==> src/rtl/job_tx.sv <==
// Job frame transmitter: serializes one wide job word into NBYTES UART bytes, MSB byte first,
// handshaking with a UART through a transmit pulse and its is_transmitting flag.
module job_tx #(
    parameter int unsigned NBYTES       = 80,
    parameter int unsigned GAP_CYCLES   = 16,
    parameter int unsigned BUSY_TIMEOUT = 64
) (
    input  logic                clk_i,
    input  logic                rst_i,
    input  logic                start_i,
    input  logic [8*NBYTES-1:0] job_in_i,
    input  logic                tx_busy_i,
    output logic                transmit_o,
    output logic [7:0]          tx_byte_o,
    output logic                busy_o,
    output logic                done_o,
    output logic                error_o,
    output logic [6:0]          byte_cnt_o
);

    localparam int unsigned JobW = 8 * NBYTES;
    localparam int unsigned TmoW = $clog2(BUSY_TIMEOUT + 1);
    localparam int unsigned GapW = (GAP_CYCLES > 0) ? $clog2(GAP_CYCLES + 1) : 1;

    localparam logic [TmoW-1:0] TmoLast = TmoW'(BUSY_TIMEOUT - 1);
    localparam logic [GapW-1:0] GapLast = GapW'((GAP_CYCLES > 0) ? GAP_CYCLES - 1 : 0);
    localparam logic [6:0]      CntLast = 7'(NBYTES - 1);

    typedef enum logic [2:0] {
        StIdle,
        StArm,
        StWaitHi,
        StWaitLo,
        StGap,
        StDone
    } state_e;

    state_e            state_q, state_d;
    logic [JobW-1:0]   shreg_q, shreg_d;
    logic [7:0]        tx_byte_q, tx_byte_d;
    logic [6:0]        cnt_q, cnt_d;
    logic              err_q, err_d;
    logic [TmoW-1:0]   tmo_q, tmo_d;
    logic [GapW-1:0]   gap_q, gap_d;
    logic              byte_end;

    always_ff @(posedge clk_i) begin
        if (rst_i) begin
            state_q   <= StIdle;
            shreg_q   <= '0;
            tx_byte_q <= '0;
            cnt_q     <= '0;
            err_q     <= 1'b0;
            tmo_q     <= '0;
            gap_q     <= '0;
        end else begin
            state_q   <= state_d;
            shreg_q   <= shreg_d;
            tx_byte_q <= tx_byte_d;
            cnt_q     <= cnt_d;
            err_q     <= err_d;
            tmo_q     <= tmo_d;
            gap_q     <= gap_d;
        end
    end

    always_comb begin
        state_d   = state_q;
        shreg_d   = shreg_q;
        tx_byte_d = tx_byte_q;
        cnt_d     = cnt_q;
        err_d     = err_q;
        tmo_d     = tmo_q;
        gap_d     = gap_q;
        byte_end  = 1'b0;

        unique case (state_q)
            StIdle: begin
                if (start_i && !tx_busy_i) begin
                    shreg_d = job_in_i;
                    cnt_d   = '0;
                    err_d   = 1'b0;
                    state_d = StArm;
                end
            end
            StArm: begin
                tx_byte_d = shreg_q[JobW-1 -: 8];
                tmo_d     = '0;
                state_d   = StWaitHi;
            end
            StWaitHi: begin
                if (tx_busy_i) begin
                    state_d = StWaitLo;
                end else if (tmo_q == TmoLast) begin
                    // UART never acknowledged: flag it and treat the byte as sent
                    err_d    = 1'b1;
                    byte_end = 1'b1;
                end else begin
                    tmo_d = tmo_q + 1'b1;
                end
            end
            StWaitLo: begin
                if (!tx_busy_i) begin
                    byte_end = 1'b1;
                end
            end
            StGap: begin
                if (gap_q == GapLast) begin
                    state_d = StArm;
                end else begin
                    gap_d = gap_q + 1'b1;
                end
            end
            StDone: begin
                state_d = StIdle;
            end
            default: begin
                state_d = StIdle;
            end
        endcase

        if (byte_end) begin
            shreg_d = shreg_q << 8;
            if (cnt_q == CntLast) begin
                state_d = StDone;
            end else begin
                cnt_d   = cnt_q + 7'd1;
                gap_d   = '0;
                state_d = (GAP_CYCLES == 0) ? StArm : StGap;
            end
        end
    end

    // In ARM the byte comes straight from the shift register; it is held afterwards.
    assign transmit_o = (state_q == StArm);
    assign tx_byte_o  = (state_q == StArm) ? shreg_q[JobW-1 -: 8] : tx_byte_q;
    assign busy_o     = (state_q != StIdle);
    assign done_o     = (state_q == StDone);
    assign error_o    = err_q;
    assign byte_cnt_o = cnt_q;

endmodule
==> config.mk <==
export PLATFORM = sky130hd
export DESIGN_NAME = job_tx
export DESIGN_NICKNAME = d
export VERILOG_FILES = /design/src/rtl/job_tx.sv
export SDC_FILE = /design/constraint.sdc
export NUM_CORES = 1
export LEC_CHECK = 0
export ABC_AREA = 1
export BUFFER_PORTS_ARGS = -buffer_cell sky130_fd_sc_hd__clkbuf_2
export CELL_PAD_IN_SITES_DETAIL_PLACEMENT = 1
export CELL_PAD_IN_SITES_GLOBAL_PLACEMENT = 1
export CORE_MARGIN = 4
export CORE_UTILIZATION = 35
export DETAILED_ROUTE_END_ITERATION = 10
export GPL_ROUTABILITY_DRIVEN = 0
export PLACE_DENSITY = 0.81
export SLEW_MARGIN = 20
export SYNTH_ARGS = -nofsm -noshare
export SYNTH_HDL_FRONTEND = slang
export SYNTH_SLANG_ARGS = --single-unit
==> constraint.sdc <==
create_clock -name clk_i -period 1.7 [get_ports clk_i]
set_input_delay 0.085 -clock clk_i [delete_from_list [all_inputs] [get_ports clk_i]]
set_output_delay 0.085 -clock clk_i [all_outputs]
set_load 0.01 [all_outputs]
==> impl_metrics.yaml, run 1 <==
synthesis:
  synth_top_cell_by_area: "dfxtp_1"
  synth_adder_area_share_pct: 0.1176
  seq_area_frac_synth_pct: 42.10
  synth_warnings: 0
  synth_xor_area_share_pct: 0.1098
  synth_enable_flop_cells: 0
  yosys.area.top_type_share_pct: 42.10
  synth_seq_cells: 671
  async_flop_share_pct: 0
  avgSynthCellArea_sq_um: 6.707
  synth_top_family_by_area: "simple AND/OR/NAND/NOR gates"
  yosys.area_share.simple_pct: 29.48
  muxShareOfSynthArea_pct: 0
  ys_top_cells_by_area: "dfxtp_1, nand2_1, o21ai_0"
  synth.distinct_cells: 29
  synth_compound_gate_area_share_pct: 17.67
  postSynthCellCount: 4758
  netlist_area_sq_mm: 0.03191
  synth_commonest_cells: "nand2_1, nor2_1, dfxtp_1, o21ai_0, inv_1"
  yosys_most_used_dff: "dfxtp_1"
  synth_most_common_cell: "nand2_1"
  syn-num-nets: 5405
grt:
  grt_pass1_vias: 52280
  overflow: 35
  grt_use_total_pct: 50.49
  grt_pass1_wl_um: 358500
  grt_max_degree: 98
outcome:
  haltStage: "5_1_grt"
  error_line: "[ERROR GRT-0116] Global routing finished with congestion. Check the congestion regions in the DRC Viewer."
  outcome: "aborted with a tool error"
placement:
  place_hpwl_um: 88860
  numPortBuffers: 662
  place_ws_ns: -0.1977
  placed_cells: 6477
clocking:
  clockBufferDepth: 3
  cts-htree-levels: 3
  clockRootBuffer: "clkbuf_16"
  clock-sinks: 671
  cts_buffers: 79
floorplan:
  fp.dieH_um: 310.0
  rows: 110
  die_w_um: 310.0
  io_pins: 663
  start_util_pct: 35.34
==> cells by family after synthesis <==
family	count (synthesis)
AOI/OAI and AO/OA	994
xor gates and xnor gates	4
adders and majority gates	3
buffers and inverters	712
DFF	671
and+or+nand+nor	2374
==> repair_timing <==
| action | CTS |
|---|---|
| hold buffers | 642 |
| cloned | 102 |
| setup endpoints to repair | 658 |
| hold endpoints to repair | 660 |
| gates resized for setup | 397 |
| buffers inserted | 96 |
| pin swaps | 82 |
==> routing by layer <==
metal  overflow  GRT usage, %
met5          0         8.659
met4         23         46.36
met3          5         29.42
met2          7         72.11
met1          0         51.12
==> per-stage QoR <==
step | util, % | hold slack (ns) | TNS (ns) | instance area (sq um)
2_1_floorplan | - | 0.2333 | 0 | 31910
3_3_place_gp | 41.63 | 0.3250 | -25.42 | 37590
3_5_place_dp | 41.63 | 0.3315 | -56.68 | 37590
4_1_cts | 57.06 | 0.004365 | -154.80 | 51520
==> run 2: changes to the inputs <==
Settings changed: CELL_PAD_IN_SITES_DETAIL_PLACEMENT 1 to not set, CELL_PAD_IN_SITES_GLOBAL_PLACEMENT 1 to not set, CORE_UTILIZATION 35 to 20, PLACE_DENSITY 0.81 to not set, PLACE_DENSITY_LB_ADDON set to 0.15.
Clock period 1.7 ns to 2.2 ns, I/O delays scaled along.
==> run 2 against run 1 <==
  * The flow now finishes without violations
  * Synthesized cell count stayed put
  * Area after synthesis unchanged
==> impl_metrics.yaml, run 2 <==
routing:
  drtPass1Iterations: 5
  vias: 34210
  drc: 0
  drt_iter0_markers: 2026
  avgRoutedWirePerCell_um: 16.86
  wl_um: 136700
  via_per_inst: 4.220
  ant_nets: 0
synthesis:
  synth_most_common_cell: "nand2_1"
  synth_warnings: 0
  syn-num-nets: 5405
  netlist_area_sq_mm: 0.03191
  ys_top_cells_by_area: "dfxtp_1, nand2_1, o21ai_0"
  yosys.area.top_type_share_pct: 42.10
  synth_enable_flop_cells: 0
  seq_area_frac_synth_pct: 42.10
  async_flop_share_pct: 0
  synth_commonest_cells: "nand2_1, nor2_1, dfxtp_1, o21ai_0, inv_1"
  synth_seq_cells: 671
  postSynthCellCount: 4758
  avgSynthCellArea_sq_um: 6.707
  synth.distinct_cells: 29
  synth_top_cell_by_area: "dfxtp_1"
  yosys_most_used_dff: "dfxtp_1"
critical_path:
  required_ns: 2.09
  rr_startpoint: "tmo_q[1]"
  crit_arrival_ns: 2.01
  max_stage_delay_ns: 0.32
  cp_top_family: "buffers and inverters"
  slowest_stage: "dfxtp_2"
  end_kind: "primary output"
  r2r_cells: 9
  cp_max_fo: 7
  crit_type: "flip-flop to primary output"
  reg2reg_slack_ns: 0.18
  rr_endpoint: "shreg_q[377]"
  critPathLaunchType: "flip-flop"
  crit_path_cell_trace: "buf_6 -> nor3_4 -> buf_12 -> buf_12 -> or2_4 -> inv_2 -> a21oi_2 -> clkbuf_8"
  crit_path_frequent_cell: "buf_12"
  worst-path-buf-inv: 5
layout:
  regMostFlops: "shreg_q"
  finalNonFillerCells: 8106
  final_common_cell: "nand2_1"
  nNetsFinal: 6609
  drive_above_1_share_pct: 19.50
  area.growth.synth_to_final_pct: 48.63
  final_cell_mix: "nand2_1, nor2_1, dfxtp_1"
  largest_reg_flops: 640
  top_regs: "shreg_q (640), tx_byte_q (8)"
power_and_ir_drop:
  power.total_mw: 43.20
  powerDensity_mw_per_mm2: 910.9
  ir_drop_v: 0.0005733
  p_leak_nw: 21.31
worst_hold_path:
  hold_end: "shreg_q[6]"
  hold_depth: 4
  hold_path.class: "input pin to flip-flop"
  hp-start: "job_in_i[6]"
timing:
  fin_crit_ns: 2.119
  fin_skew_ns: 0.02964
  setup_ws_ns: 0.08129
  hold_viol_final: 0
  min_period_over_period_pct: 96.30
  finalMaxSlewViolations: 0
  rsz0062_at_grt: "true"
  slew_headroom_pct: 65.42
  fin_tns_setup_ns: 0
  fmax_mhz: 472.0
  worstMarginPinSlew_ns: 0.5186
  finalSetupViolCount: 0
placement:
  place_ws_ns: 0.08164
  place_hpwl_um: 93000
  numPortBuffers: 662
  placed_cells: 7287
clocking:
  clock-sinks: 671
  cts_tree: "done"
  clockRootBuffer: "clkbuf_16"
  cts_buffers: 88
  clockBufferDepth: 3
  clock_latency_ns: 0.69
  clk_pin_slew_ns: 0.06
  cts-htree-levels: 3
floorplan:
  io_pins: 663
  rows: 146
  fp.dieArea_sq_mm: 0.1660
  coreArea_sq_mm: 0.1586
  start_util_pct: 20.12
  die_w_um: 407.4
  fp.dieH_um: 407.4
grt:
  overflow: 0
  antenna_found_initial: 5
  met3_usage_pct: 2.913
  top_usage_layer: "met2"
  grtUsageMet2_pct: 25.51
  grt_pass1_wl_um: 209300
  met1_usage_pct: 20.71
  grt_use_total_pct: 15.87
  grt_pass1_vias: 34830
  grt_max_degree: 111
run:
  maxCapViolations: 0
outcome:
  outcome: "finished clean"
run 2: cell counts after synthesis:
Identical to the previous run, type by type.
run 2: metrics by stage:
step	utilization [%]	hold WS, ns	instance area [sq um]
6_report	29.91	0.2570	47430
5_1_grt	29.91	0.2002	47420
4_1_cts	29.80	0.1709	47250
3_5_place_dp	23.74	0.3721	37650
3_3_place_gp	23.74	0.3624	37650
2_1_floorplan	-	0.2583	31910
run 2: per-layer routing:
layer / share of wire [%] / vias up
li1: - / 17480
met1: 46 / 15660
met2: 45 / 813
met3: 4.2 / 249
met4: 4.7 / 2
met5: 0.0095 / -
run 2: how the worst max path moves through the flow:
stage | from | end | slack, ns | depth (start not counted)
6_report | state_q[1] | tx_byte_o[0] | 0.08 | 8
4_1_cts | state_q[0] | tx_byte_o[4] | -0.02 | 8
3_3_place_gp | state_q[0] | shreg_q[137] | 0.05 | 9
3_5_place_dp | tmo_q[0] | shreg_q[137] | 0.08 | 9
2_1_floorplan | tmo_q[0] | shreg_q[229] | 0.52 | 9
5_1_grt | state_q[1] | tx_byte_o[0] | -0.03 | 8
run 2: worst min-delay path, delay by kind of cell:
kind / cells / cell delay (ns)
buf+inv: 2 / 0.66
simple gates: 1 / 0.06
compound gates: 1 / 0.06
run 2: repair_timing:
action	in CTS	in global routing
resized for setup	22	22
hold buffers	643	0
buffers inserted	6	4
setup endpoints to repair	8	27
endpoints found under the hold margin	661	0
cloned	2	4
pin swaps	2	5
run 2: report_power, final:
group          internal [mW]  switching, mW
clock                   9.08           6.05
sequential              14.4          0.910
combinational           5.16           7.62
total                   28.6           14.6
run 2: area by class of cell:
type | count | area, sq um
antenna | 3 | 7.507
clock buffer | 137 | 2668
clock inverter | 22 | 375.4
fill | 17340 | 111100
inverter | 353 | 1338
multi-input combinational | 3375 | 15180
sequential | 671 | 13440
tap | 2072 | 2592
timing repair buffer | 1473 | 11830
run 2: cells by family after synthesis:
kind of cell | Yosys count | synth area share [%]
and+or+nand+nor | 2374 | 29.48
AOI/OAI and AO/OA | 994 | 17.67
buffers and inverters | 712 | 10.53
DFF | 671 | 42.10
xor gates and xnor gates | 4 | 0.1098
adders and majority gates | 3 | 0.1176
Power figures use the tool's default switching activity.
